## src/rtl/pc_update_seq.sv

```systemverilog
// PC sequencer: next-pc select, RUN/HLT/INS state and optional return-address stack.
// Define PC_UPDATE_SEQ_RAS_EN to build the RAS; otherwise ras_top/ras_miss tie to 0.
module pc_update_seq #(
  parameter int                 ADDR_W    = 64,
  parameter logic [ADDR_W-1:0]  RESET_PC  = '0,
  parameter int                 RAS_DEPTH = 8
) (
  input  logic              clk,
  input  logic              rst_n,
  input  logic [7:0]        opcode,
  input  logic [ADDR_W-1:0] valP,
  input  logic [ADDR_W-1:0] valC,
  input  logic [ADDR_W-1:0] valM,
  input  logic              Cnd,
  input  logic              stall,
  output logic [ADDR_W-1:0] pc,
  output logic [1:0]        status,
  output logic [ADDR_W-1:0] ras_top,
  output logic              ras_miss
);

  typedef enum logic [1:0] {
    ST_RUN = 2'b00,
    ST_HLT = 2'b01,
    ST_INS = 2'b10
  } state_e;

  state_e            state_q, state_d;
  logic [ADDR_W-1:0] pc_q, pc_d;
  logic [3:0]        icode;
  logic              push, pop;

  assign icode = opcode[7:4];

  always_comb begin
    pc_d    = pc_q;
    state_d = state_q;
    push    = 1'b0;
    pop     = 1'b0;
    if (state_q == ST_RUN && !stall) begin
      unique case (1'b1)
        icode == 4'h0: state_d = ST_HLT;
        icode >= 4'hC: state_d = ST_INS;
        icode == 4'h7: pc_d = Cnd ? valC : valP;
        icode == 4'h8: begin
          pc_d = valC;
          push = 1'b1;
        end
        icode == 4'h9: begin
          pc_d = valM;
          pop  = 1'b1;
        end
        default: pc_d = valP;
      endcase
    end
  end

  always_ff @(posedge clk or negedge rst_n) begin
    if (!rst_n) begin
      pc_q    <= RESET_PC;
      state_q <= ST_RUN;
    end else begin
      pc_q    <= pc_d;
      state_q <= state_d;
    end
  end

  assign pc     = pc_q;
  assign status = state_q;

`ifdef PC_UPDATE_SEQ_RAS_EN
  localparam int PW = (RAS_DEPTH > 1) ? $clog2(RAS_DEPTH) : 1;
  localparam logic [PW:0] CNT_MAX = (PW+1)'(RAS_DEPTH);

  logic [ADDR_W-1:0] ras_mem_q [RAS_DEPTH];
  logic [PW-1:0]     ras_ptr_q;
  logic [PW:0]       ras_cnt_q;
  logic              ras_miss_q;
  logic [PW-1:0]     top_idx;
  logic [ADDR_W-1:0] top_val;
  logic              empty;

  // ptr is the next write slot; the top entry sits one below it
  assign top_idx = ras_ptr_q - 1'b1;
  assign top_val = ras_mem_q[top_idx];
  assign empty   = (ras_cnt_q == '0);

  always_ff @(posedge clk or negedge rst_n) begin
    if (!rst_n) begin
      ras_ptr_q  <= '0;
      ras_cnt_q  <= '0;
      ras_miss_q <= 1'b0;
      for (int i = 0; i < RAS_DEPTH; i++) ras_mem_q[i] <= '0;
    end else begin
      ras_miss_q <= 1'b0;
      if (push) begin
        ras_mem_q[ras_ptr_q] <= valP;
        ras_ptr_q            <= ras_ptr_q + 1'b1;
        if (ras_cnt_q != CNT_MAX) ras_cnt_q <= ras_cnt_q + 1'b1;
      end else if (pop) begin
        ras_miss_q <= empty || (top_val != valM);
        if (!empty) begin
          ras_ptr_q <= top_idx;
          ras_cnt_q <= ras_cnt_q - 1'b1;
        end
      end
    end
  end

  assign ras_top  = empty ? '0 : top_val;
  assign ras_miss = ras_miss_q;
`else
  logic unused_ras;
  assign unused_ras = ^{push, pop};
  assign ras_top    = '0;
  assign ras_miss   = 1'b0;
`endif

endmodule

```

## config.mk

```make
export PLATFORM = sky130hd
export DESIGN_NAME = pc_update_seq
export DESIGN_NICKNAME = d
export VERILOG_FILES = /design/src/rtl/pc_update_seq.sv
export SDC_FILE = /design/constraint.sdc
export NUM_CORES = 1
export LEC_CHECK = 0
export ABC_AREA = 1
export CORE_MARGIN = 2
export CORE_UTILIZATION = 30
export DETAILED_ROUTE_END_ITERATION = 6
export PLACE_DENSITY = 0.65
export SKIP_CTS_REPAIR_TIMING = 1
export SYNTH_ARGS = -nofsm -noshare
export SYNTH_HDL_FRONTEND = slang
export SYNTH_SLANG_ARGS = --single-unit
```

## constraint.sdc

```tcl
create_clock -name clk -period 3.1 [get_ports clk]
set_input_delay 0.775 -clock clk [delete_from_list [all_inputs] [get_ports clk]]
set_output_delay 0.775 -clock clk [all_outputs]
set_load 0.05 [all_outputs]
```

==> Flow_metrics.wiki <==
{| class="wikitable"
! Metric !! Value
|-
| Run status || finished clean
|-
| Total length of routed wires || approximately 21000 um
|-
| Vias per inst || 4.73
|-
| Total area of sequential cells || between 1500 and 2000 sq um
|-
| Post-route ant nets || 0
|-
| Leakage power of the design || 0.00393 uW
|-
| Switching pwr || approximately 830 uW
|-
| Share of post-route cells with drive strength above 1 || around 3.2%
|-
| Detail Route met2 WL || 10500 um
|-
| Library cells used by synthesis || 16
|-
| Number of sinks on the clock net || 66
|-
| Library cell with the largest summed area after synthesis || nand2_1
|-
| CP top delay family || buffers and inverters
|-
| Last weighted congestion value of the routability-driven placer || 0.809
|-
| Antenna fix cells || 0
|-
| Post-Route M1 WL || approximately 9000 um
|-
| Count of endpoints failing hold in the final timing report || 0
|-
| Area of combinational cells with multiple inputs || 3570 sq um
|-
| Sequential element share of the synthesized area || 28.1%
|-
| Largest stage delay on the critical path || around 0.87 ns
|-
| Setup TNS || 0 ns
|-
| CP max FO || 4
|-
| Critical path type || flop to output pin
|-
| DRC violation count after routing || 0
|-
| Type of element capturing the critical path || output pin
|-
| Final Cycle Share || 75.9%
|-
| Initial standard-cell utilization of the core || about 30%
|-
| Estimated wirelength of the detail-placed design || 14200 um
|-
| Via Count || 7021
|-
| Number of buffers added on ports || 265
|-
| Vias in the first global route || 6265
|-
| Setup Viol. Count Final || 0
|-
| Horizontal extent of the die || 144 um
|-
| Worst-path clk slew || 0.05 ns
|-
| Cell chain of the critical path || clkdlybuf4s50_1
|-
| Setup slack at placement || 0.456 ns
|-
| Area grow syn2layout || 47.8%
|-
| Peak Freq || between 0.4 and 0.5 GHz
|-
| Top routing layer in use || met4
|-
| Number of buffers and inverters on the critical path || 1
|-
| Crit path DAT || between 1.5 and 2 ns
|-
| Worst-skew pair later-pin latency || 0.33 ns
|-
| Post-Syn Area per Cell || 5.89 sq um
|-
| Filler instances || 2053
|-
| HP Class || flop to flop
|-
| Clock tree from TritonCTS || built
|-
| Count of pins on the block boundary || 335
|-
| Cell-internal power || around 1700 uW
|-
| Total met3 wirelength after detailed routing || 1520 um
|-
| Pwr per Cell Area || between 200 and 300 nW/um^2
|-
| Sw Share || 32.6%
|-
| DRT Pass-1 Iters || 5
|-
| CTS Buf Count || 9
|-
| Root Buffer || clkbuf_16
|-
| Combined global-route utilization of all metal layers || 20.2%
|-
| Global-route wire length before repair || ~33000 um
|-
| Depth of the CTS H-tree || 3
|-
| Routed len/inst || around 14 um
|-
| Number of placement rows || 51
|-
| Max Cap Violations || 0
|-
| Proportion of power drawn by flip-flops and latches || 33.7%
|-
| Core area || 19300 sq um
|-
| Pin count of the biggest net entering global routing || 74
|-
| Setup repair after global routing missed its margin || false
|-
| Fin crit period || 2.35 ns
|-
| Register bit total from synthesis || 66
|-
| Slew margin rel. || 36.8%
|-
| Max Transition Viols Final || 0
|-
| Post-synthesis instance total || about 1000
|-
| Min setup slack post-route || 0.748 ns
|-
| Clock network fraction of total power || between 30% and 40%
|-
| Number of antenna violations at the first check in global routing || 0
|-
| Bufs on Longest Clock Path || 2
|-
| Share of Yosys cell area claimed by the top area cell type || 29.0%
|-
| Global-route congestion overflow total || 0
|-
| Cell area after synthesis || roughly 5900 sq um
|-
| Combinational fraction of design power || between 30% and 40%
|-
| Main area contributors after synthesis || nand2_1 29%, dfrtp_1 28%, nand3_1 11%
|-
| Crit path max-delay cell type || clkdlybuf4s50_1
|-
| WP data required || 2.32 ns
|-
| Fin nets || approximately 1400
|-
| Number of DRC markers after the initial detailed-route iteration || 337
|-
| Peak supply drop || around 0.00021 V
|-
| Warning count from the yosys run || 0
|-
| Slew of the pin with the lowest slew margin || ~0.95 ns
|-
| CP Launch Type || flop
|-
| Clock skew after layout || 0.00649 ns
|-
| Chip Height || 144 um
|-
| Die Footprint || 20700 sq um
|}
[synth_stat cells]
cell type	n
nand2_1	455
nor2_1	133
nand3_1	130
buf_4	74
dfrtp_1	66
nand4_1	64
buf_2	44
clkbuf_1	14
buf_6	7
inv_1	6
conb_1	1
inv_2	1
nor2_2	1
nor2_4	1
o21bai_1	1
o31ai_1	1
[cell usage in the layout, fill, tap and decap left out, drive strengths merged]
master	n
inv	7
clkinvlp	1
nand4	64
clkinv	2
conb	65
dfrtp	66
clkdlybuf4s50	263
o31ai	1
clkbuf	11
buf	19
nor2	135
nand2	455
nand3	130
o21bai	1
[kinds of logic (layout without fill, tap and decap cells)]
logic type / Yosys count / in the layout / share of synthesized area (%)
AO/OA/AOI/OAI: 2 / 2 / 0.255
buffers and inverters: 146 / 303 / 15.9
flip-flops: 66 / 66 / 28.1
AND/OR/NAND/NOR: 784 / 784 / 55.7
other: 1 / 65 / 0.0638
[stage by stage]
stage               area (sq um)  std cells  total power [uW]  utilization, %  hold WS, ns
floorplan                   6120       1063              1360               -        0.479
global placement            8430       1471              1640            43.6        0.461
detailed placement          8430       1471              1650            43.6        0.465
CTS                         8690       1485              2600            45.0        0.480
global route                8690       1485              2710            45.0        0.498
finish                      8690       1485              2560            45.0        0.475
[cell type report]
cell class / instances / share of cell area (%)
multi-input cells: 851 / 41.1
repair buffers: 282 / 32.8
flip-flops and latches: 66 / 19.0
well taps: 265 / 3.81
clock buffers: 11 / 2.79
inverters: 7 / 0.302
clock inverters: 3 / 0.202
[path summary, 6_finish.rpt]
kind | depth (start not counted) | endpoint | slack, ns | startpoint
max reg2reg | 8 | pc[58] | 1.73 | status[1]
max in group asynchronous | 1 | pc[10] | 1.88 | rst_n
min in group asynchronous | 1 | pc[24] | 0.54 | rst_n
min reg2reg | 2 | pc[53] | 0.47 | pc[53]
min | 2 | pc[53] | 0.47 | pc[53]
max | 1 | status[0] | 0.75 | status[0]
[power groups by stage]
stage	Sequential, uW	Clock, uW	Combinational, uW
floorplan	877	0	481
global placement	877	0	767
finish	862	923	772
detailed placement	877	0	771
global route	861	1010	840
CTS	862	963	774
[metal layers]
| layer | up-vias | GRT usage [%] |
|---|---|---|
| met5 | - | 0 |
| met4 | 0 | 5.21 |
| met3 | 22 | 4.21 |
| met2 | 282 | 35.0 |
| met1 | 3224 | 25.7 |
| li1 | 3493 | - |
[worst min-delay path, cell delays in order, from the launching register on]
cell and delay [ns]:
dfrtp_1 0.34, nand2_1 0.05, nand2_1 0.05
[registers in the layout (all words and copies together), names as in the netlist]
signal  count
pc         64
status      2
(Power assumes the default switching activity.)
